==> src/rtl/wino_ewmm_acc.sv <==
// rtl/wino_ewmm_acc.sv - Winograd F(2x2,3x3) element-wise multiply-accumulate stage with double-buffered M tile output
// Optional WINO_ACC_SAT_EN: saturate every accumulate to the signed data_width range instead of wrapping.
module wino_ewmm_acc #(
  parameter int data_width = 20,
  parameter int in_width   = 8,
  parameter int ch_width   = 8
) (
  input  logic                   clk,
  input  logic                   rst_n,
  input  logic [ch_width-1:0]    num_ch,
  input  logic                   in_valid,
  output logic                   in_ready,
  input  logic [16*in_width-1:0] u_flat,
  input  logic [16*in_width-1:0] v_flat,
  output logic                   out_valid,
  input  logic                   out_ready,
  output logic [data_width-1:0]  dout0,
  output logic [data_width-1:0]  dout1,
  output logic [data_width-1:0]  dout2,
  output logic [data_width-1:0]  dout3,
  output logic [data_width-1:0]  dout4,
  output logic [data_width-1:0]  dout5,
  output logic [data_width-1:0]  dout6,
  output logic [data_width-1:0]  dout7,
  output logic [data_width-1:0]  dout8,
  output logic [data_width-1:0]  dout9,
  output logic [data_width-1:0]  dout10,
  output logic [data_width-1:0]  dout11,
  output logic [data_width-1:0]  dout12,
  output logic [data_width-1:0]  dout13,
  output logic [data_width-1:0]  dout14,
  output logic [data_width-1:0]  dout15
);

  localparam int DW = data_width;
  localparam int PW = 2 * in_width;
  localparam logic [ch_width-1:0] CH_ONE = ch_width'(1);

  typedef enum logic [1:0] {S_IDLE, S_ACC, S_HOLD} state_t;

  state_t                state_q, state_d;
  logic [ch_width-1:0]   cnt_q, cnt_d;
  logic [ch_width-1:0]   len_q, len_d;
  logic [DW-1:0]         acc_q  [16];
  logic [DW-1:0]         acc_d  [16];
  logic [DW-1:0]         dout_q [16];
  logic [DW-1:0]         dout_d [16];
  logic                  out_valid_q, out_valid_d;

  logic signed [PW-1:0]  prod  [16];
  logic [DW-1:0]         p_ext [16];
  logic [DW-1:0]         sum   [16];
  logic                  first_beat, fire, final_beat, out_hs;
  logic [ch_width-1:0]   len_eff, cnt_cur;

  function automatic logic [DW-1:0] acc_add(input logic [DW-1:0] a, input logic [DW-1:0] b);
`ifdef WINO_ACC_SAT_EN
    logic [DW:0] s;
    s = {a[DW-1], a} + {b[DW-1], b};
    if (s[DW] != s[DW-1])
      acc_add = s[DW] ? {1'b1, {(DW-1){1'b0}}} : {1'b0, {(DW-1){1'b1}}};
    else
      acc_add = s[DW-1:0];
`else
    acc_add = a + b;
`endif
  endfunction

  assign in_ready   = (state_q != S_HOLD);
  assign out_valid  = out_valid_q;
  assign fire       = in_valid & in_ready;
  assign out_hs     = out_valid_q & out_ready;
  assign first_beat = (state_q == S_IDLE);
  // Tile length is latched on the first beat; a zero count means one channel.
  assign len_eff    = first_beat ? ((num_ch == '0) ? CH_ONE : num_ch) : len_q;
  assign cnt_cur    = first_beat ? '0 : cnt_q;
  assign final_beat = (cnt_cur == len_eff - CH_ONE);

  always_comb begin
    for (int k = 0; k < 16; k++) begin
      prod[k]  = $signed(u_flat[k*in_width +: in_width]) * $signed(v_flat[k*in_width +: in_width]);
      p_ext[k] = DW'(prod[k]);
      // The first beat loads the product directly so no clear cycle is needed.
      sum[k]   = acc_add(first_beat ? '0 : acc_q[k], p_ext[k]);
    end
  end

  always_comb begin
    state_d     = state_q;
    cnt_d       = cnt_q;
    len_d       = len_q;
    out_valid_d = out_valid_q & ~out_ready;
    for (int k = 0; k < 16; k++) begin
      acc_d[k]  = acc_q[k];
      dout_d[k] = dout_q[k];
    end

    unique case (state_q)
      S_IDLE, S_ACC: begin
        if (fire) begin
          if (first_beat)
            len_d = len_eff;
          if (!final_beat) begin
            for (int k = 0; k < 16; k++)
              acc_d[k] = sum[k];
            cnt_d   = cnt_cur + CH_ONE;
            state_d = S_ACC;
          end else if (!out_valid_q || out_hs) begin
            for (int k = 0; k < 16; k++)
              dout_d[k] = sum[k];
            out_valid_d = 1'b1;
            cnt_d       = '0;
            state_d     = S_IDLE;
          end else begin
            for (int k = 0; k < 16; k++)
              acc_d[k] = sum[k];
            cnt_d   = '0;
            state_d = S_HOLD;
          end
        end
      end
      S_HOLD: begin
        if (out_hs) begin
          for (int k = 0; k < 16; k++)
            dout_d[k] = acc_q[k];
          out_valid_d = 1'b1;
          state_d     = S_IDLE;
        end
      end
      default: state_d = S_IDLE;
    endcase
  end

  always_ff @(posedge clk or negedge rst_n) begin
    if (!rst_n) begin
      state_q     <= S_IDLE;
      cnt_q       <= '0;
      len_q       <= '0;
      out_valid_q <= 1'b0;
      for (int k = 0; k < 16; k++) begin
        acc_q[k]  <= '0;
        dout_q[k] <= '0;
      end
    end else begin
      state_q     <= state_d;
      cnt_q       <= cnt_d;
      len_q       <= len_d;
      out_valid_q <= out_valid_d;
      for (int k = 0; k < 16; k++) begin
        acc_q[k]  <= acc_d[k];
        dout_q[k] <= dout_d[k];
      end
    end
  end

  assign dout0  = dout_q[0];
  assign dout1  = dout_q[1];
  assign dout2  = dout_q[2];
  assign dout3  = dout_q[3];
  assign dout4  = dout_q[4];
  assign dout5  = dout_q[5];
  assign dout6  = dout_q[6];
  assign dout7  = dout_q[7];
  assign dout8  = dout_q[8];
  assign dout9  = dout_q[9];
  assign dout10 = dout_q[10];
  assign dout11 = dout_q[11];
  assign dout12 = dout_q[12];
  assign dout13 = dout_q[13];
  assign dout14 = dout_q[14];
  assign dout15 = dout_q[15];

endmodule

==> config.mk <==
export PLATFORM = sky130hd
export DESIGN_NAME = wino_ewmm_acc
export DESIGN_NICKNAME = d
export VERILOG_FILES = /design/src/rtl/wino_ewmm_acc.sv
export SDC_FILE = /design/constraint.sdc
export NUM_CORES = 2
export LEC_CHECK = 0
export BUFFER_PORTS_ARGS = -buffer_cell sky130_fd_sc_hd__buf_2
export CAP_MARGIN = 20
export CORE_MARGIN = 2
export CORE_UTILIZATION = 40
export CTS_BUF_LIST = sky130_fd_sc_hd__clkbuf_8
export DETAILED_ROUTE_END_ITERATION = 8
export GPL_TIMING_DRIVEN = 0
export MAX_ROUTING_LAYER = met4
export PLACE_DENSITY = 0.54
export SLEW_MARGIN = 20
export SYNTH_ARGS = -nofsm -noshare
export SYNTH_HDL_FRONTEND = slang
export SYNTH_SLANG_ARGS = --single-unit
export TNS_END_PERCENT = 5
==> constraint.sdc <==
create_clock -name clk -period 5.9 [get_ports clk]
set_input_delay 1.18 -clock clk [delete_from_list [all_inputs] [get_ports clk]]
set_output_delay 1.18 -clock clk [all_outputs]
set_load 0.03 [all_outputs]
# Word level (Yosys, flattened, before mapping)
# Cells that the tools add are included.
[word_totals]
reg_bits = 659
in_bits = 268
output_inout_bits = 322
word_cells = 131
[op_classes]
eq_ne = 9
n_mul = 16
muxes = 37
reduce_logical = 11
bitwise_logic = 4
addsub = 18
[ops]
columns = ["operator", "count"]
rows = [
  ["2-to-1 mux 320 bit", 6],
  ["one-hot mux 320 bit (2 select lines)", 1],
  ["adder 20 bit", 16],
  ["2-to-1 mux 20 bit", 16],
  ["multiplier 8 x 8 -> 16 bit", 16],
  ["2-to-1 mux 8 bit", 4],
  ["inequality test 2 bit, second input constant", 6],
  ["adder 8 x 1 -> 8 bit, second input constant", 1],
  ["equality test 8 bit", 1],
  ["zero test 8 bit", 1],
  ["2-to-1 mux 2 bit", 4],
  ["subtractor 8 x 1 -> 8 bit, second input constant", 1],
  ["AND reduction 3 bit", 2],
  ["AND reduction 5 bit", 1],
  ["2-to-1 mux 1 bit", 4],
  ["one-hot mux 2 bit (2 select lines)", 1],
  ["AND reduction 2 bit", 2],
  ["bitwise AND 1 bit", 3],
  ["equality test 2 x 1 -> 1 bit, second input constant", 1],
  ["equality test 2 bit, second input constant", 1],
  ["zero test 2 bit", 1],
  ["one-hot mux 1 bit (2 select lines)", 1],
  ["nonzero test 2 bit", 1],
  ["OR reduction 2 bit", 1],
  ["3 further kinds", 3],
]

# Longest topological paths before layout
[logic_depth]
word_depth = 8
ltp_mapped = 31
depth_no_buf = 31

# Worst setup path after synthesis
# No wires, ideal clock.
[synth_path]
kind = "in2reg"
startpoint = "in u_flat[13]"
endpoint = "reg dout_q (netlist bit dout1[18])"
path_stages = 26
arrival_time_ns = 7.009
t_required_ns = 5.835
setup_ns = 0.065
slack_ns = -1.174
path_cell_list = "and2_1 -> fa_1 -> inv_1 -> fa_1 -> inv_1 -> fa_1 -> inv_1 -> fa_1 -> inv_1 -> ha_1 -> a21oi_1 -> o21bai_1 -> or2_2 -> and2_1 -> o21a_1 -> nor2_1 -> xnor2_1 -> ha_1 -> a21o_1 -> or3_1 -> o221a_2 -> a2111oi_0 -> o31ai_1 -> xnor2_1 -> o21ai_0 -> o21a_1"
[synth_via]
elab_chain_cells = 6
[synth_lines]
columns = ["item", "line", "source"]
rows = [
  ["start, declared", "13", "input logic [16*in_width-1:0] u_flat,"],
  ["multiplier 8 x 8 -> 16 bit", "81", "prod[k] = $signed(u_flat[k*in_width +: in_width]) * $signed(v_flat[k*in_width +: in_width]);"],
  ["adder 20 bit", "65", "acc_add = a + b;"],
  ["2-to-1 mux 320 bit", "108", "end else if (!out_valid_q || out_hs) begin"],
  ["2-to-1 mux 320 bit", "103", "if (!final_beat) begin"],
  ["2-to-1 mux 320 bit", "100", "if (fire) begin"],
  ["one-hot mux 320 bit (2 select lines)", "98", "unique case (state_q)"],
  ["end signal, assigned by index", "151", "dout_q[k] <= dout_d[k];"],
  ["end, declared", "46", "logic [DW-1:0] dout_q [16];"],
]
# Every way passes these cells. The select of a mux whose other input is x is not followed.
# A chain may end at the register's enable or synchronous reset.

# Worst setup path after layout
[layout_path]
startpoint = "in v_flat[50]"
endpoint = "reg dout_q (netlist bit dout6[19])"
[layout_via]
elab_chain_cells = 6
[layout_lines]
columns = ["item", "line", "source"]
rows = [
  ["start, declared", "14", "input logic [16*in_width-1:0] v_flat,"],
  ["multiplier 8 x 8 -> 16 bit", "81", ""],
  ["adder 20 bit", "65", ""],
  ["2-to-1 mux 320 bit", "108", ""],
  ["2-to-1 mux 320 bit", "103", ""],
  ["2-to-1 mux 320 bit", "100", ""],
  ["one-hot mux 320 bit (2 select lines)", "98", ""],
]
# Every way passes these cells. The select of a mux whose other input is x is not followed.

==> results.sh <==
export IMPL_netlist_area_um2=83020
export IMPL_number_of_top_level_design_ports=590
export IMPL_timing_fmax_mhz=157.2
export IMPL_die_area_um2=211200
export IMPL_fin_crit_sh_pct=107.8
export IMPL_max_slew_margin_pct=18.21
export IMPL_num_nets_final=12390
export IMPL_layout_min_cycle_time_ns=6.362
export IMPL_reg2reg_to="dout11[18]$_DFFE_PN0P_"
export IMPL_failing_checks="setup timing"
export IMPL_buffers_on_ports=589
export IMPL_maxCapViolCount=0
export IMPL_setup_violations_final=143
export IMPL_row_count=167
export IMPL_crit_path_end_kind="register"
export IMPL_finish_instance_area_um2=97270
export IMPL_timing_hold_worst_class="in -> async"
export IMPL_synth_edf_count=0
export IMPL_starting_utilization_of_the_core_area_pct=40.17
export IMPL_post_route_drc_count=0
export IMPL_tightest_slew_ns=1.227
export IMPL_drt_pre_antenna_iters=5
export IMPL_final_hold_violation_count=0
export IMPL_final_fill_count=20210
export IMPL_final_max_slew_violation_count=0
export IMPL_placement_cell_area_um2=89890
export IMPL_crit_path_start_kind="input port"
export IMPL_wl_um=278300
export IMPL_routed_wire_length_per_instance_um=20.96
export IMPL_synth_compound_area_share_pct=13.25
export IMPL_synthAdderAreaFrac_pct=33.18
export IMPL_cts_sink_count=659
export IMPL_area_growth_synth_to_final_pct=17.17
export IMPL_grtUsageTotal_pct=27.00
export IMPL_synth_fp_nets=11510
export IMPL_finalWorstSetupSlack_ns=-0.4621
export IMPL_rr_startpoint="state_q[1]$_DFFE_PN0P_"
export IMPL_routed_via_count=69420
export IMPL_place_hpwl_um=220900
export IMPL_synth_simple_gate_area_share_pct=18.61
export IMPL_clock_skew_final_ns=0.06674
export IMPL_fin_worst_hold_slack_ns=0.2252
export IMPL_worst_endpoint_required_ns=6.64
export IMPL_first_global_vias=70480
export IMPL_ctsRootBufferMaster="sky130_fd_sc_hd__clkbuf_8"
export IMPL_max_stage_delay_ns=0.54
export IMPL_cts_inserted_buffers=137
export IMPL_via_per_inst=5.227
export IMPL_clk_transition_reported_paths_ns=0.06
export IMPL_die_x_um=459.6
export IMPL_yosys_warnings=0
export IMPL_syn_mean_instance_area_um2=8.665
export IMPL_grt_ovfl_total=0
export IMPL_synth_seq_area_share_pct=19.86
export IMPL_die_span_in_y_um=459.6
export IMPL_tritoncts_clock_tree="built"
export IMPL_finalWeightedCongestion=0.9260
export IMPL_setup_worst_path_class="in -> reg"
export IMPL_post_synth_xor_area_fraction_pct=6.536
export IMPL_muxShareOfSynthArea_pct=0.6420
export IMPL_path_max_fanout=8
export IMPL_critical_path_arrival_ns=7.10
export IMPL_antenna_left=0
export IMPL_critical_path_top_delay_family="adder cells"
export IMPL_critical_path_slowest_cell="sky130_fd_sc_hd__fa_1"
export IMPL_clock_latency_on_the_worst_skew_pair_ns=0.89
export IMPL_yosysUniqueCellTypes=93
export IMPL_postSynthCellCount=9581
export IMPL_htree_levels=4
export IMPL_synth_ff_type="sky130_fd_sc_hd__dfrtp_1"
export IMPL_reg2reg_setup_slack_ns=-0.22
export IMPL_combinational_family_with_the_most_area_after_synthesis="adder cells"
export IMPL_initial_antenna_violation_count=24
export IMPL_fp_coreArea_um2=206700
export IMPL_grt_pass1_wl_um=424700
export IMPL_postSynthRegisterBits=659
export IMPL_ys_async_sr_fraction_pct=100.0
export IMPL_cp_num_buf_inv=6
export IMPL_fraction_of_final_layout_cells_with_drive_strength_greater_than_1_pct=15.92
export IMPL_grt_max_degree=90
export IMPL_initialDrtViolationCount=4205
export IMPL_cts_buffer_depth=3
export IMPL_run_status="finished, violations left"
export IMPL_rsz0062_at_grt="true"
export IMPL_timing_reg2reg_worst_path_depth=21
flip-flops by register name, indices dropped and copies added, names as in the netlist, 8 cells and up:
name	flops
dout2	20
dout9	20
dout7	20
dout4	20
dout3	20
dout14	20
dout6	20
dout11	20
cnt_q	8
dout12	20
len_q	8
acc_q	320
dout0	20
dout10	20
dout1	20
dout5	20
dout13	20
dout8	20
dout15	20
cells by family after synthesis:
group	Yosys count
compound gates	1821
xor+xnor	591
fa+ha+maj	1664
buf+inv	1700
flops	659
mux	49
simple gates	3097
per-stage QoR:
stage          setup slack [ns]  util, %  instances  setup TNS [ns]
2_1_floorplan           -0.8472        -       9581          -89.63
3_3_place_gp             -11.69    43.36      12870        -9886.51
3_5_place_dp             -3.130    43.50      12890        -1776.39
4_1_cts                 -0.4086    46.03      13200          -17.32
5_1_grt                 -0.6616    47.07      13280          -98.78
6_report                -0.4621    47.07      13280          -22.77
routing by layer:
metal,share of wire [%],track usage [%]
met1,43,34.54
met2,46,42.47
met3,5.6,4.126
met4,5.0,11.72
met5,0,-
cell usage in the layout (no fill, tap or decap), types with 25 or more instances in the layout:
master / instances
sky130_fd_sc_hd__inv_1: 1401
sky130_fd_sc_hd__nand2_1: 1072
sky130_fd_sc_hd__and2_1: 931
sky130_fd_sc_hd__fa_1: 879
sky130_fd_sc_hd__ha_1: 725
sky130_fd_sc_hd__dfrtp_1: 659
sky130_fd_sc_hd__buf_2: 543
sky130_fd_sc_hd__a21oi_1: 469
sky130_fd_sc_hd__nor2_1: 440
sky130_fd_sc_hd__o21ai_0: 334
sky130_fd_sc_hd__xnor2_1: 322
sky130_fd_sc_hd__o21ai_1: 277
sky130_fd_sc_hd__buf_4: 190
sky130_fd_sc_hd__xor2_1: 177
sky130_fd_sc_hd__clkbuf_8: 167
sky130_fd_sc_hd__nor2b_1: 154
sky130_fd_sc_hd__a21o_1: 133
sky130_fd_sc_hd__clkbuf_1: 129
sky130_fd_sc_hd__o21a_1: 91
sky130_fd_sc_hd__o21bai_1: 83
sky130_fd_sc_hd__nor3_1: 74
sky130_fd_sc_hd__a21oi_2: 71
sky130_fd_sc_hd__buf_6: 71
sky130_fd_sc_hd__a31oi_1: 71
sky130_fd_sc_hd__and2_4: 68
sky130_fd_sc_hd__inv_2: 62
sky130_fd_sc_hd__nand2b_1: 59
sky130_fd_sc_hd__xnor2_2: 57
sky130_fd_sc_hd__and3_1: 55
sky130_fd_sc_hd__nand3_1: 55
sky130_fd_sc_hd__o211ai_1: 39
sky130_fd_sc_hd__mux2_2: 32
sky130_fd_sc_hd__ha_4: 32
sky130_fd_sc_hd__a211oi_1: 25
worst max-delay path by stage:
stage	startpoint	to	slack, ns	cells past startpoint
5_1_grt	v_flat[48]	dout6[19]$_DFFE_PN0P_	-0.66	29
3_5_place_dp	state_q[1]$_DFFE_PN0P_	dout11[1]$_DFFE_PN0P_	-3.13	25
4_1_cts	u_flat[45]	acc_q[219]$_DFFE_PN0P_	-0.41	27
6_report	v_flat[50]	dout6[19]$_DFFE_PN0P_	-0.46	29
3_3_place_gp	rst_n	dout3[4]$_DFFE_PN0P_	-11.69	1
2_1_floorplan	u_flat[45]	acc_q[219]$_DFFE_PN0P_	-0.85	26
final cells by class:
class,instances,area [um^2],share of cell area [%]
Buffer,263,1290,1.326
Timing Repair Buffer,738,4972,5.112
Inverter,1433,5381,5.532
Antenna cell,17,42.54,0.04373
Sequential cell,659,16490,16.95
Tap cell,2704,3383,3.478
Multi-Input combinational cell,7222,62790,64.55
Clock buffer,165,2271,2.335
Clock inverter,79,654.4,0.6727
Yosys cell counts (all sizes together), types with 12 or more instances:
master	n	area, um^2
dfrtp	659	16490
fa	896	17940
mux2	34	382.9
mux2i	15	150.1
a21oi	555	2781
buf	110	613.1
nand2b	61	381.6
o31ai	23	182.7
and3	57	356.6
o21ai	628	3143
or3	29	181.4
o21bai	87	653.1
nor2b	158	988.5
and2	1002	6269
a21o	133	998.5
a31oi	74	469.2
nand3	60	300.3
o211ai	39	292.8
xnor2	388	3406
or2	28	177.7
a211oi	36	275.3
nor3	83	415.4
nor2	464	1742
o22ai	14	93.84
xor2	186	1629
nand2	1080	4054
clkbuf	157	589.3
o21a	92	690.7
a31o	12	105.1
o41ai	22	316.6
nand4	21	131.4
ha	768	9609
inv	1432	5375
timing repair:
item,in CTS,in global routing
buffers inserted,72,66
endpoints found under the setup margin,651,602
hold buffers,0,0
pin swaps,158,231
resized for setup,380,532
Power is not shown: default switching activity piles up to over one toggle a cycle in this logic, so the estimate is an artifact.
